[src/rtl/mc_ctrl_fsm.sv]
// Multi-cycle main controller for the MIPS R3000 core: sequences fetch, decode, execute,
// memory and write-back over one shared ALU, one unified memory port and the register file.
module mc_ctrl_fsm #(
    parameter int CNT_W = 32
) (
    input  logic             clk_i,
    input  logic             rst_i,
    input  logic [5:0]       opcode_i,
    input  logic [5:0]       funct_i,
    input  logic             jr_i,
    input  logic             cond_i,
    input  logic             mem_ready_i,
    output logic             mem_req_o,
    output logic             mem_we_o,
    output logic             iord_o,
    output logic             ir_write_o,
    output logic             pc_write_o,
    output logic [1:0]       pc_src_o,
    output logic             alu_src_a_o,
    output logic [2:0]       alu_src_b_o,
    output logic [4:0]       alu_op_o,
    output logic             reg_write_o,
    output logic [1:0]       reg_dst_o,
    output logic [1:0]       mem_to_reg_o,
    output logic             halt_o,
    output logic             illegal_o,
    output logic [3:0]       state_o,
    output logic [CNT_W-1:0] retire_cnt_o
);

    typedef enum logic [3:0] {
        S_IDLE   = 4'd0,
        S_FETCH  = 4'd1,
        S_DECODE = 4'd2,
        S_EXEC   = 4'd3,
        S_MEM_RD = 4'd4,
        S_MEM_WB = 4'd5,
        S_MEM_WR = 4'd6,
        S_ALU_WB = 4'd7,
        S_BRANCH = 4'd8,
        S_JUMP   = 4'd9,
        S_HALT   = 4'd10
    } state_t;

    localparam logic [5:0] OP_RTYPE = 6'h00;
    localparam logic [5:0] OP_J     = 6'h02;
    localparam logic [5:0] OP_JAL   = 6'h03;
    localparam logic [5:0] OP_BEQ   = 6'h04;
    localparam logic [5:0] OP_BNE   = 6'h05;
    localparam logic [5:0] OP_ADDI  = 6'h08;
    localparam logic [5:0] OP_ADDIU = 6'h09;
    localparam logic [5:0] OP_SLTI  = 6'h0A;
    localparam logic [5:0] OP_ANDI  = 6'h0C;
    localparam logic [5:0] OP_ORI   = 6'h0D;
    localparam logic [5:0] OP_LUI   = 6'h0F;
    localparam logic [5:0] OP_LW    = 6'h23;
    localparam logic [5:0] OP_SW    = 6'h2B;
    localparam logic [5:0] OP_HALT  = 6'h3F;

    localparam logic [4:0] ALU_RTYPE = 5'b00000;
    localparam logic [4:0] ALU_ADD   = 5'b00001;
    localparam logic [4:0] ALU_ADDU  = 5'b00010;
    localparam logic [4:0] ALU_AND   = 5'b00100;
    localparam logic [4:0] ALU_OR    = 5'b00101;
    localparam logic [4:0] ALU_SLT   = 5'b01001;
    localparam logic [4:0] ALU_EQ    = 5'b01101;
    localparam logic [4:0] ALU_NE    = 5'b01110;
    localparam logic [4:0] ALU_LUI   = 5'b10001;

    state_t           r_state;
    logic             r_rst_q;
    logic             r_halt;
    logic             r_illegal;
    logic [CNT_W-1:0] r_retire;

    state_t w_next;
    logic   w_retire;
    logic   w_illegal_op;
    logic   w_is_r;
    logic   w_unused;

    assign w_is_r = (opcode_i == OP_RTYPE);
    // funct is decoded by the ALU control decoder; only its jr flag comes back here.
    assign w_unused = ^funct_i;

    always_comb begin
        w_next       = r_state;
        w_retire     = 1'b0;
        w_illegal_op = 1'b0;
        case (r_state)
            // Held one extra edge after reset release so FETCH starts on the second edge.
            S_IDLE:   w_next = r_rst_q ? S_IDLE : S_FETCH;
            S_FETCH:  if (mem_ready_i) w_next = S_DECODE;
            S_DECODE: begin
                case (opcode_i)
                    OP_RTYPE, OP_LW, OP_SW, OP_ADDI, OP_ADDIU,
                    OP_SLTI, OP_ANDI, OP_ORI, OP_LUI: w_next = S_EXEC;
                    OP_BEQ, OP_BNE:                   w_next = S_BRANCH;
                    OP_J, OP_JAL:                     w_next = S_JUMP;
                    OP_HALT:                          w_next = S_HALT;
                    default: begin
                        w_next       = S_HALT;
                        w_illegal_op = 1'b1;
                    end
                endcase
            end
            S_EXEC: begin
                if (w_is_r && jr_i) begin
                    w_next   = S_FETCH;
                    w_retire = 1'b1;
                end else if (opcode_i == OP_LW) begin
                    w_next = S_MEM_RD;
                end else if (opcode_i == OP_SW) begin
                    w_next = S_MEM_WR;
                end else begin
                    w_next = S_ALU_WB;
                end
            end
            S_MEM_RD: if (mem_ready_i) w_next = S_MEM_WB;
            S_MEM_WR: begin
                if (mem_ready_i) begin
                    w_next   = S_FETCH;
                    w_retire = 1'b1;
                end
            end
            S_MEM_WB, S_ALU_WB, S_BRANCH, S_JUMP: begin
                w_next   = S_FETCH;
                w_retire = 1'b1;
            end
            S_HALT:   w_next = S_HALT;
            default:  w_next = S_IDLE;
        endcase
    end

    always_ff @(posedge clk_i or posedge rst_i) begin
        if (rst_i) begin
            r_state   <= S_IDLE;
            r_rst_q   <= 1'b1;
            r_halt    <= 1'b0;
            r_illegal <= 1'b0;
            r_retire  <= '0;
        end else begin
            r_state <= w_next;
            r_rst_q <= 1'b0;
            if (w_retire) r_retire <= r_retire + CNT_W'(1);
            if (r_state == S_DECODE && w_next == S_HALT) begin
                r_halt    <= 1'b1;
                r_illegal <= w_illegal_op;
            end
        end
    end

    always_comb begin
        mem_req_o    = 1'b0;
        mem_we_o     = 1'b0;
        iord_o       = 1'b0;
        ir_write_o   = 1'b0;
        pc_write_o   = 1'b0;
        pc_src_o     = 2'b00;
        alu_src_a_o  = 1'b0;
        alu_src_b_o  = 3'b000;
        alu_op_o     = 5'b00000;
        reg_write_o  = 1'b0;
        reg_dst_o    = 2'b00;
        mem_to_reg_o = 2'b00;
        case (r_state)
            S_FETCH: begin
                mem_req_o   = 1'b1;
                alu_src_b_o = 3'b001;
                alu_op_o    = ALU_ADD;
                ir_write_o  = mem_ready_i;
                pc_write_o  = mem_ready_i;
            end
            S_DECODE: begin
                alu_src_b_o = 3'b100;
                alu_op_o    = ALU_ADD;
            end
            S_EXEC: begin
                alu_src_a_o = 1'b1;
                case (opcode_i)
                    OP_RTYPE: begin
                        alu_src_b_o = 3'b000;
                        alu_op_o    = ALU_RTYPE;
                        if (jr_i) begin
                            pc_write_o = 1'b1;
                            pc_src_o   = 2'b11;
                        end
                    end
                    OP_LW, OP_SW, OP_ADDI: begin alu_src_b_o = 3'b010; alu_op_o = ALU_ADD;  end
                    OP_ADDIU:              begin alu_src_b_o = 3'b010; alu_op_o = ALU_ADDU; end
                    OP_SLTI:               begin alu_src_b_o = 3'b010; alu_op_o = ALU_SLT;  end
                    OP_ANDI:               begin alu_src_b_o = 3'b011; alu_op_o = ALU_AND;  end
                    OP_ORI:                begin alu_src_b_o = 3'b011; alu_op_o = ALU_OR;   end
                    OP_LUI:                begin alu_src_b_o = 3'b011; alu_op_o = ALU_LUI;  end
                    default: ;
                endcase
            end
            S_MEM_RD: begin
                mem_req_o = 1'b1;
                iord_o    = 1'b1;
            end
            S_MEM_WB: begin
                reg_write_o  = 1'b1;
                mem_to_reg_o = 2'b01;
            end
            S_MEM_WR: begin
                mem_req_o = 1'b1;
                mem_we_o  = 1'b1;
                iord_o    = 1'b1;
            end
            S_ALU_WB: begin
                reg_write_o = 1'b1;
                reg_dst_o   = w_is_r ? 2'b01 : 2'b00;
            end
            S_BRANCH: begin
                alu_src_a_o = 1'b1;
                alu_op_o    = (opcode_i == OP_BEQ) ? ALU_EQ : ALU_NE;
                pc_write_o  = cond_i;
                pc_src_o    = 2'b01;
            end
            S_JUMP: begin
                pc_write_o = 1'b1;
                pc_src_o   = 2'b10;
                if (opcode_i == OP_JAL) begin
                    reg_write_o  = 1'b1;
                    reg_dst_o    = 2'b10;
                    mem_to_reg_o = 2'b10;
                end
            end
            default: ;
        endcase
    end

    assign halt_o       = r_halt;
    assign illegal_o    = r_illegal;
    assign state_o      = r_state;
    assign retire_cnt_o = r_retire;

endmodule

[config.mk]
export PLATFORM = sky130hd
export DESIGN_NAME = mc_ctrl_fsm
export DESIGN_NICKNAME = d
export VERILOG_FILES = /design/src/rtl/mc_ctrl_fsm.sv
export SDC_FILE = /design/constraint.sdc
export NUM_CORES = 1
export LEC_CHECK = 0
export ABC_CLOCK_PERIOD_IN_PS = 4700
export CAP_MARGIN = 20
export CORE_MARGIN = 2
export CORE_UTILIZATION = 50
export CTS_CLUSTER_SIZE = 40
export DETAILED_ROUTE_END_ITERATION = 12
export PLACE_DENSITY_LB_ADDON = 0.1
export SETUP_SLACK_MARGIN = 0.5
export SLEW_MARGIN = 20
export SYNTH_ARGS = -nofsm -noshare
export SYNTH_HDL_FRONTEND = slang
export SYNTH_SLANG_ARGS = --single-unit
[constraint.sdc]
create_clock -name clk_i -period 4.7 [get_ports clk_i]
set_input_delay 0.705 -clock clk_i [delete_from_list [all_inputs] [get_ports clk_i]]
set_output_delay 0.705 -clock clk_i [all_outputs]
set_load 0.03 [all_outputs]
==> results.toml, run 1 <==
[run_status]
status = "complete, no violations"

[routing]
dr.pass1.iters = 4
routedWlPerCell_um = 14.3
via_per_inst = 5.56
drt_wl_total_mm = 5.33
first_iter_violations = 102
vias = 2075
drc = 0
ant_nets = 0

[timing]
hold_viol = 0
tns_ps = 0
setup_viol = 0
max_freq_ghz = 0.267
slew_viol_final = 0
period_share_pct = 79.8
worst_slew_pin_slew_ps = 536
period_needed_ps = 3750
finClkSkew_ps = 8.24
rsz0062_at_grt = "no"
fin_ws_ps = 950
relSlewSlack_pct = 63.8

[pwr]
power_density_nw_per_um2 = 443
ir_drop_uv = 368
pwr-share-clk_pct = 16.6
design_power_total_mw = 1.38
swShare_pct = 43.8
switching_power_mw = 0.606
p_int_mw = 0.777
comb_power_share_pct = 48.5
p_seq_share_pct = 34.9
leakagePower_nw = 1.24

[cts]
numCtsBuffers = 5
clk_latency_ps = 290
path_clk_slew_ps = 70
cts_resized = 0
htreeDepth = 2
holdBufCountCts = 0
cts_setup_buffers = 0
clock_sinks = 39
cts_tree = "yes"
cts-root-buf = "clkbuf_8"
clock_path_buffers = 2

[global_routing]
grt_max_degree = 40
track_usage_pct = 21.3
grt_pass1_vias = 1841
grt_pass1_wl_mm = 8.74
grt_overflow_total = 0
antenna_found_initial = 0

[yosys]
syn_inst = 253
ys_seq_elements = 39
ys_seq_area_share_pct = 42.3
syn_area_um2 = 2310
yosys_warnings = 0
synth_edf_count = 0
ys.flop_type = "dfrtp_1"
synth.distinct_cells = 52
async_flop_share_pct = 100
synth.avg_cell_area_um2 = 9.12
synth_fp_nets = 271

[placement]
dp_hpwl_mm = 3.94
finalWeightedCongestion = 0.927
numPlacedInstances = 365
place_ws_ps = 963
io_buffers = 69

[critical_path]
r2r_end = "retire_cnt_o[26]"
slowest_delay_ps = 680
cp_cell_sequence = "clkdlybuf4s50_1, nor2_1, nand2_1, nor4_1, a21o_1, clkdlybuf4s50_1"
worstPathArrival_ps = 3040
cp-end-kind = "primary output"
start_kind = "input pin"
r2r_setup_slack_ps = 2450
crit_top_cell = "clkdlybuf4s50_1"
reg2reg_from = "state_o[0]"
cp.required_ps = 3990
rr_worst_depth = 5
crit_fanout = 15
worstSetupPathType = "input pin to primary output"
cp_slowest_cell = "clkdlybuf4s50_1"

[finish]
area_growth_syn_to_layout_pct = 35.3
ff_latch_area_um2 = 977
drive_above_1_share_pct = 6.54
multi_input_area_um2 = 1250
antenna_cells = 0
nets = 338
final_util_pct = 70.7
instances_no_fill = 373
n_fill_cell = 376

[floorplan]
die_y_um = 71.9
dieWidth_um = 71.9
num_rows = 24
io-pin-count = 76
coreArea_um2 = 4410
die_area_um2 = 5180
initial_utilization_pct = 52.3

[run]
maxCapViolations = 0

[worst_hold_path]
hold_end = "retire_cnt_o[31]"
hp-start = "retire_cnt_o[31]"
hold_depth = 1
hold_path_class = "flop to flop"
-- layer usage --
metal	share of wire (%)	vias up	global-route usage, %
li1	-	1021	-
met1	45	987	30.8
met2	48	63	33.5
met3	5.4	4	3.89
met4	0.75	0	5.03
met5	0	-	0
-- sequential cells by signal (all words and copies together) (netlist names) --
signal        cells
retire_cnt_o     32
state_o           4
halt_o            1
illegal_o         1
r_rst_q           1
-- worst max-delay path: cells and delay by family --
kind	cells	cell delay, ps
buffers and inverters	2	1330
AOI/OAI and AO/OA	1	130
and+or+nand+nor	3	880
-- how the worst max path moves through the flow --
stage                start          end  slack [ps]  depth (start not counted)
2_1_floorplan  opcode_i[3]  reg_write_o        1540                          5
6_report       opcode_i[2]  reg_write_o         950                          6
3_3_place_gp   opcode_i[1]   pc_write_o         970                          5
4_1_cts        opcode_i[2]  reg_write_o         960                          6
3_5_place_dp   opcode_i[2]  reg_write_o         960                          6
5_1_grt        opcode_i[2]  reg_write_o         740                          6
-- Yosys cell counts, drive strengths merged (2+ instances only) --
master,n,area share [%]
a211oi,5,2.7
a21oi,13,3.0
a31oi,2,0.54
and3,8,2.2
and4,2,0.76
buf,2,0.43
clkbuf,8,1.3
dfrtp,38,41
inv,10,1.6
mux2i,2,0.87
nand2,24,3.9
nand2b,8,2.2
nand3,20,4.3
nand3b,2,0.65
nand4,7,2.2
nor2,20,3.3
nor2b,6,1.6
nor3,8,1.7
nor4,3,1.5
o21ai,5,1.1
o31ai,2,0.65
or2,2,0.54
or3,2,0.54
xnor2,28,11
xor2,4,1.5
-- cell type report --
cell class	count	area share, %
Timing Repair Buffer	70	22.4
Tap cell	52	2.08
Multi-Input combinational cell	194	40.1
Inverter	10	1.20
Clock inverter	1	0.160
Sequential cell	39	31.3
Clock buffer	7	2.76
-- metrics by stage --
step                hold WS [ps]  cell area [um2]
finish                       474             3120
global placement             457             3030
floorplan                    635             2310
global route                 488             3120
CTS                          476             3120
detailed placement           455             3030
-- power groups by stage --
stage	clock, mW	combinational (mW)	sequential, mW
detailed placement	0	0.669	0.488
global route	0.247	0.719	0.497
finish	0.230	0.670	0.483
floorplan	0	0.370	0.532
CTS	0.235	0.674	0.481
global placement	0	0.664	0.488
-- placed cells by master, fill, tap and decap left out, types with 2 or more instances in the layout --
cell type	count
clkdlybuf4s50_1	69
xor2_1	4
a21oi_1	12
a211oi_1	3
nor4_1	2
or3_1	2
nand4_1	6
dfrtp_1	38
and3_1	7
clkbuf_8	6
nand2_1	24
nand3_1	20
o31ai_1	2
nor2_1	20
or2_2	2
a211oi_4	2
mux2i_1	2
a31oi_1	2
o21ai_0	5
nor2b_1	6
xnor2_1	28
nand2b_1	8
and4_1	2
nand3b_1	2
nor3_1	8
inv_1	10
-- cells by family after synthesis --
kind of cell,synth area share [%]
AO/OA/AOI/OAI,12.6
XOR/XNOR,12.1
adder cells (fa/ha/maj),0.976
buffers and inverters,3.36
flip-flops,42.3
multiplexers,1.36
other,0.162
AND/OR/NAND/NOR,27.0
Note: power is estimated with default switching activity, not from simulation.
==> run 2, diff against run 1 <==
--- a/config.mk
+++ b/config.mk
@@ -5,10 +5,10 @@
 export SDC_FILE = /design/constraint.sdc
 export NUM_CORES = 1
 export LEC_CHECK = 0
-export ABC_CLOCK_PERIOD_IN_PS = 4700
+export ABC_CLOCK_PERIOD_IN_PS = 3750
 export CAP_MARGIN = 20
 export CORE_MARGIN = 2
-export CORE_UTILIZATION = 50
+export CORE_UTILIZATION = 46
 export CTS_CLUSTER_SIZE = 40
 export DETAILED_ROUTE_END_ITERATION = 12
 export PLACE_DENSITY_LB_ADDON = 0.1
==> constraint.sdc (replaced) <==
create_clock -name clk_i -period 3.75 [get_ports clk_i]
set_input_delay 0.5625 -clock clk_i [delete_from_list [all_inputs] [get_ports clk_i]]
set_output_delay 0.5625 -clock clk_i [all_outputs]
set_load 0.03 [all_outputs]
==> run 2 against run 1 <==
- sequential power increased by 25%
- clock skew down 0.87 ps
- wire length increased by 3.8%
- worst hold slack worse by 3.4 ps
- non-clock buffer count is 6 higher
- die area grew 8.2%
- first-iteration DRC count is 88% higher
- via count rose by 0.96%
- utilization shrank 3.2 points
- critical path depth is 1 higher
- critical endpoint unchanged
- largest power group unchanged
- highest routed layer unchanged
==> results.toml, run 2 (synthesized netlist as in run 1, its figures left out) <==
[pwr]
leakagePower_nw = 1.35
power_density_nw_per_um2 = 574
ir_drop_uv = 386

[critical_path]
cp-end-kind = "primary output"
r2r_end = "retire_cnt_o[6]"
cp_slowest_cell = "clkdlybuf4s50_1"
worstSetupPathType = "input pin to primary output"
startpoint = "opcode_i[2]"
cp.required_ps = 3190
reg2reg_from = "state_o[1]"
r2r_setup_slack_ps = 1560
cp_cell_sequence = "clkdlybuf4s50_1, nor2_1, nand2_1, nor4_1, buf_4, a21o_1, clkdlybuf4s50_1"
slowest_delay_ps = 670
crit_top_cell = "clkdlybuf4s50_1"
worstPathArrival_ps = 2550
crit_fanout = 9
rr_worst_depth = 6
start_kind = "input pin"

[finish]
nets = 344
multi_input_area_um2 = 1260
ff_latch_area_um2 = 977
layout_common_cells = "clkdlybuf4s50_1 (60), dfrtp_1 (38), xnor2_1 (28), nand2_1 (24), nand3_1 (20)"
area_growth_syn_to_layout_pct = 40.1
drive_above_1_share_pct = 8.56
n_fill_cell = 390
antenna_cells = 0
largest_reg_flops = 32
fin_area_um2 = 3230
final_common_cell = "clkdlybuf4s50_1"
final_util_pct = 67.6

[global_routing]
grt_max_degree = 40
grt_overflow_total = 0
grt_pass1_wl_mm = 9.05
antenna_found_initial = 0
track_usage_pct = 21.3
grt_pass1_vias = 1884

[floorplan]
coreArea_um2 = 4790
die_area_um2 = 5600
io-pin-count = 76
num_rows = 25
die_y_um = 74.8
initial_utilization_pct = 48.2
dieWidth_um = 74.8

[cts]
clk_latency_ps = 300
htreeDepth = 2
path_clk_slew_ps = 80
holdBufCountCts = 0
clock_path_buffers = 2
clock_sinks = 39
cts-root-buf = "clkbuf_8"
cts_tree = "yes"
numCtsBuffers = 5

[routing]
routedWlPerCell_um = 14.1
drt_wl_total_mm = 5.54
drc = 0
via_per_inst = 5.32
vias = 2095
ant_nets = 0
dr.pass1.iters = 4
first_iter_violations = 192

[timing]
setup_viol = 0
fin_ws_ps = 633
tns_ps = 0
rsz0062_at_grt = "yes"
max_freq_ghz = 0.321
period_needed_ps = 3120
worst_slew_pin_slew_ps = 506
finClkSkew_ps = 7.37
hold_viol = 0
slew_viol_final = 0
relSlewSlack_pct = 65.8
period_share_pct = 83.1

[placement]
io_buffers = 69
dp_hpwl_mm = 4.10
dpl_cell_area_um2 = 3100
finalWeightedCongestion = 0.863
place_ws_ps = 354

[run_status]
status = "complete, no violations"

[worst_hold_path]
hold_depth = 1
hold_end = "retire_cnt_o[31]"
hp-start = "retire_cnt_o[31]"
hold_path_class = "flop to flop"

[run]
maxCapViolations = 0
-- run 2: cell count changes in the layout (fill, tap and decap cells not counted), sizes merged --
cell	previous run	this run
buf	1	7
bufinv	0	2
clkbuf	7	6
clkdlybuf4s50	69	60
clkinv	1	0
dlygate4sd2	0	5
dlymetal6s2s	0	4
-- run 2: report_power, final --
| group | leakage (nW) | switching [mW] | internal [mW] |
|---|---|---|---|
| Clock | 0.0654 | 0.150 | 0.266 |
| Combinational | 0.773 | 0.496 | 0.339 |
| Sequential | 0.512 | 0.125 | 0.479 |
-- run 2: critical path: cells and delay by family --
family | cells | cell delay (ps)
compound gates | 1 | 90
buf+inv | 3 | 1420
simple gates | 3 | 480
-- run 2: worst max-delay path by stage --
stage / to / cells past startpoint
5_1_grt: reg_write_o / 7
2_1_floorplan: reg_write_o / 5
3_3_place_gp: alu_op_o[0] / 6
3_5_place_dp: alu_op_o[0] / 6
4_1_cts: alu_src_b_o[0] / 6
6_report: reg_write_o / 7
-- run 2: area by class of cell --
| type | instances | share of cell area (%) |
|---|---|---|
| Sequential cell | 39 | 30.2 |
| Inverter | 10 | 1.16 |
| Tap cell | 67 | 2.59 |
| Timing Repair Buffer | 76 | 23.1 |
| Clock buffer | 6 | 2.24 |
| Multi-Input combinational cell | 194 | 38.8 |
| Clock inverter | 2 | 1.86 |
-- run 2: stage by stage --
stage / hold WS, ps / power, mW / std cells
after floorplan: 635 / 1.13 / 253
after global placement: 459 / 1.45 / 386
after detailed placement: 462 / 1.46 / 386
after CTS: 477 / 1.87 / 394
after global routing: 504 / 1.96 / 394
final: 471 / 1.86 / 394
-- run 2: what timing repair did --
item,in CTS,in global routing
setup endpoints to repair,4,6
resized for setup,5,6
buffers inserted,0,0
-- run 2: metal layers --
metal	GRT usage (%)	up-vias	routed length, um
li1	-	1035	-
met1	30.5	982	2550
met2	31.8	71	2550
met3	4.69	7	359
met4	7.54	0	76
met5	0	-	0
==> run 3, diff against run 2 <==
--- a/config.mk
+++ b/config.mk
@@ -5,10 +5,10 @@
 export SDC_FILE = /design/constraint.sdc
 export NUM_CORES = 1
 export LEC_CHECK = 0
-export ABC_CLOCK_PERIOD_IN_PS = 3750
+export ABC_CLOCK_PERIOD_IN_PS = 2800
 export CAP_MARGIN = 20
 export CORE_MARGIN = 2
-export CORE_UTILIZATION = 46
+export CORE_UTILIZATION = 42
 export CTS_CLUSTER_SIZE = 40
 export DETAILED_ROUTE_END_ITERATION = 12
 export PLACE_DENSITY_LB_ADDON = 0.1
==> constraint.sdc (replaced) <==
create_clock -name clk_i -period 2.8 [get_ports clk_i]
set_input_delay 0.42 -clock clk_i [delete_from_list [all_inputs] [get_ports clk_i]]
set_output_delay 0.42 -clock clk_i [all_outputs]
set_load 0.03 [all_outputs]
==> run 3 against run 2 <==
- register-to-register slack got worse by 860 ps
- design area is 4.8% higher
- die area rose by 9.0%
- largest cell class unchanged
- final cell count up 5.6%
- non-clock buffer count rose by 19
- clock skew is 3.0 ps higher
- total power is 31% higher
- critical path type is now flop to primary output
==> results.toml, run 3 (synthesized netlist as in run 1, its figures left out) <==
[global_routing]
grt_overflow_total = 0
track_usage_pct = 19.1
antenna_found_initial = 0
grt_max_degree = 40
grt_pass1_wl_mm = 9.36
grt_pass1_vias = 1913

[finish]
layout_common_cells = "clkdlybuf4s50_1 (42), dfrtp_1 (35), buf_4 (33), xnor2_1 (28), nand2_1 (24)"
largest_reg_flops = 32
ff_latch_area_um2 = 981
drive_above_1_share_pct = 21.4
nets = 363
multi_input_area_um2 = 1330
area_growth_syn_to_layout_pct = 46.8
antenna_cells = 0
n_fill_cell = 440
final_common_cell = "clkdlybuf4s50_1"

[cts]
holdBufCountCts = 0
clock_path_buffers = 2
cts-root-buf = "clkbuf_8"
cts_tree = "yes"
htreeDepth = 2
clock_sinks = 39
path_clk_slew_ps = 80
numCtsBuffers = 5
clk_latency_ps = 290

[routing]
dr.pass1.iters = 4
routed-wl-met2_mm = 2.80
first_iter_violations = 62
drc = 0
drt_wl_total_mm = 5.84
ant_nets = 0
routedWlPerCell_um = 14.0
topRoutingLayerUsed = "met4"
vias = 2149
wl_met3_um = 246
via_per_inst = 5.17
wl_met1_mm = 2.73

[timing]
period_share_pct = 79.5
finClkSkew_ps = 10.4
max_freq_ghz = 0.449
slew_viol_final = 0
fin_ws_ps = 573
period_needed_ps = 2230
rsz0062_at_grt = "yes"
hold_viol = 0
setup_viol = 0
tns_ps = 0

[critical_path]
cp_slowest_cell = "dfrtp_2"
critPathBufInv = 1
worstPathArrival_ps = 1810
worstSetupPathType = "flop to primary output"
cp_cell_sequence = "and4bb_2, nand3_2, or3_1, a21oi_2, buf_6"
start_kind = "flop"
cp_top_family = "simple AND/OR/NAND/NOR gates"
slowest_delay_ps = 450
cp.required_ps = 2380
crit_fanout = 7
cp-end-kind = "primary output"

[placement]
dp_hpwl_mm = 4.27
finalWeightedCongestion = 0.888
io_buffers = 69
place_ws_ps = 226

[run_status]
status = "complete, no violations"

[pwr]
ir_drop_uv = 599
leakagePower_nw = 1.50
power_density_nw_per_um2 = 719

[worst_hold_path]
hold_path_class = "flop to flop"

[run]
maxCapViolations = 0

[floorplan]
initial_utilization_pct = 44.4
dieWidth_um = 78.1
coreArea_um2 = 5200
num_rows = 26
die_area_um2 = 6110
io-pin-count = 76
die_y_um = 78.1
-- run 3: cell count changes in the layout (fill, tap and decap cells not counted), moves of 2 or more --
cell,before,now
buf_4,7,33
clkdlybuf4s50_1,60,42
buf_6,0,5
dlygate4sd2_1,5,9
dfrtp_1,38,35
dfrtp_2,0,3
nor2b_1,6,3
bufinv_16,2,0
nor2b_4,0,2
nor4_1,2,0
-- run 3: final timing paths --
check | end | cells past startpoint | startpoint | slack, ps
max | alu_op_o[1] | 5 | state_o[3] | 570
min | retire_cnt_o[31] | 1 | retire_cnt_o[31] | 470
max reg2reg | illegal_o | 7 | state_o[2] | 700
min reg2reg | retire_cnt_o[31] | 1 | retire_cnt_o[31] | 470
max in group asynchronous | state_o[0] | 3 | rst_i | 1890
min in group asynchronous | retire_cnt_o[31] | 3 | rst_i | 540
-- run 3: worst reg2reg max path, cell delays in order (launching register included) --
cell and delay, ps:
dfrtp_2 440, buf_4 180, nor2_1 250, nand3_1 170, o311ai_0 470, buf_4 190, nand3_1 110, mux2i_1 160
-- run 3: cell type report --
| class | instances | share of cell area (%) |
|---|---|---|
| well taps | 70 | 2.58 |
| repair buffers | 95 | 25.6 |
| inverters | 10 | 1.11 |
| flip-flops and latches | 39 | 28.9 |
| multi-input cells | 194 | 39.2 |
| clock inverters | 2 | 0.369 |
| clock buffers | 6 | 2.14 |
-- run 3: routing by layer --
layer / global-route usage, % / up-vias
li1: - / 1066
met1: 26.1 / 1027
met2: 30.9 / 52
met3: 3.45 / 4
met4: 5.79 / 0
met5: 0 / -
-- run 3: repair_timing --
action / in CTS / in global routing
resized for setup: 22 / 20
setup endpoints to repair: 17 / 11
buffers inserted: 4 / 4
pin swaps: 1 / 7
endpoints found under the hold margin: 0 / 0
-- run 3: report_power, final --
group | internal (mW) | total (mW) | switching, mW
registers | 0.647 | 0.751 | 0.104
clock network | 0.174 | 0.368 | 0.194
logic | 0.539 | 1.32 | 0.781
-- run 3: stage by stage --
step	total power [mW]	cell area [um2]	hold WS [ps]	util, %	std cells
after floorplan	1.52	2320	624	-	253
after global placement	1.99	3160	458	60.7	400
after detailed placement	2.00	3160	461	60.7	400
after CTS	2.39	3300	480	63.4	412
after global routing	2.58	3390	495	65.1	416
final	2.44	3390	471	65.1	416
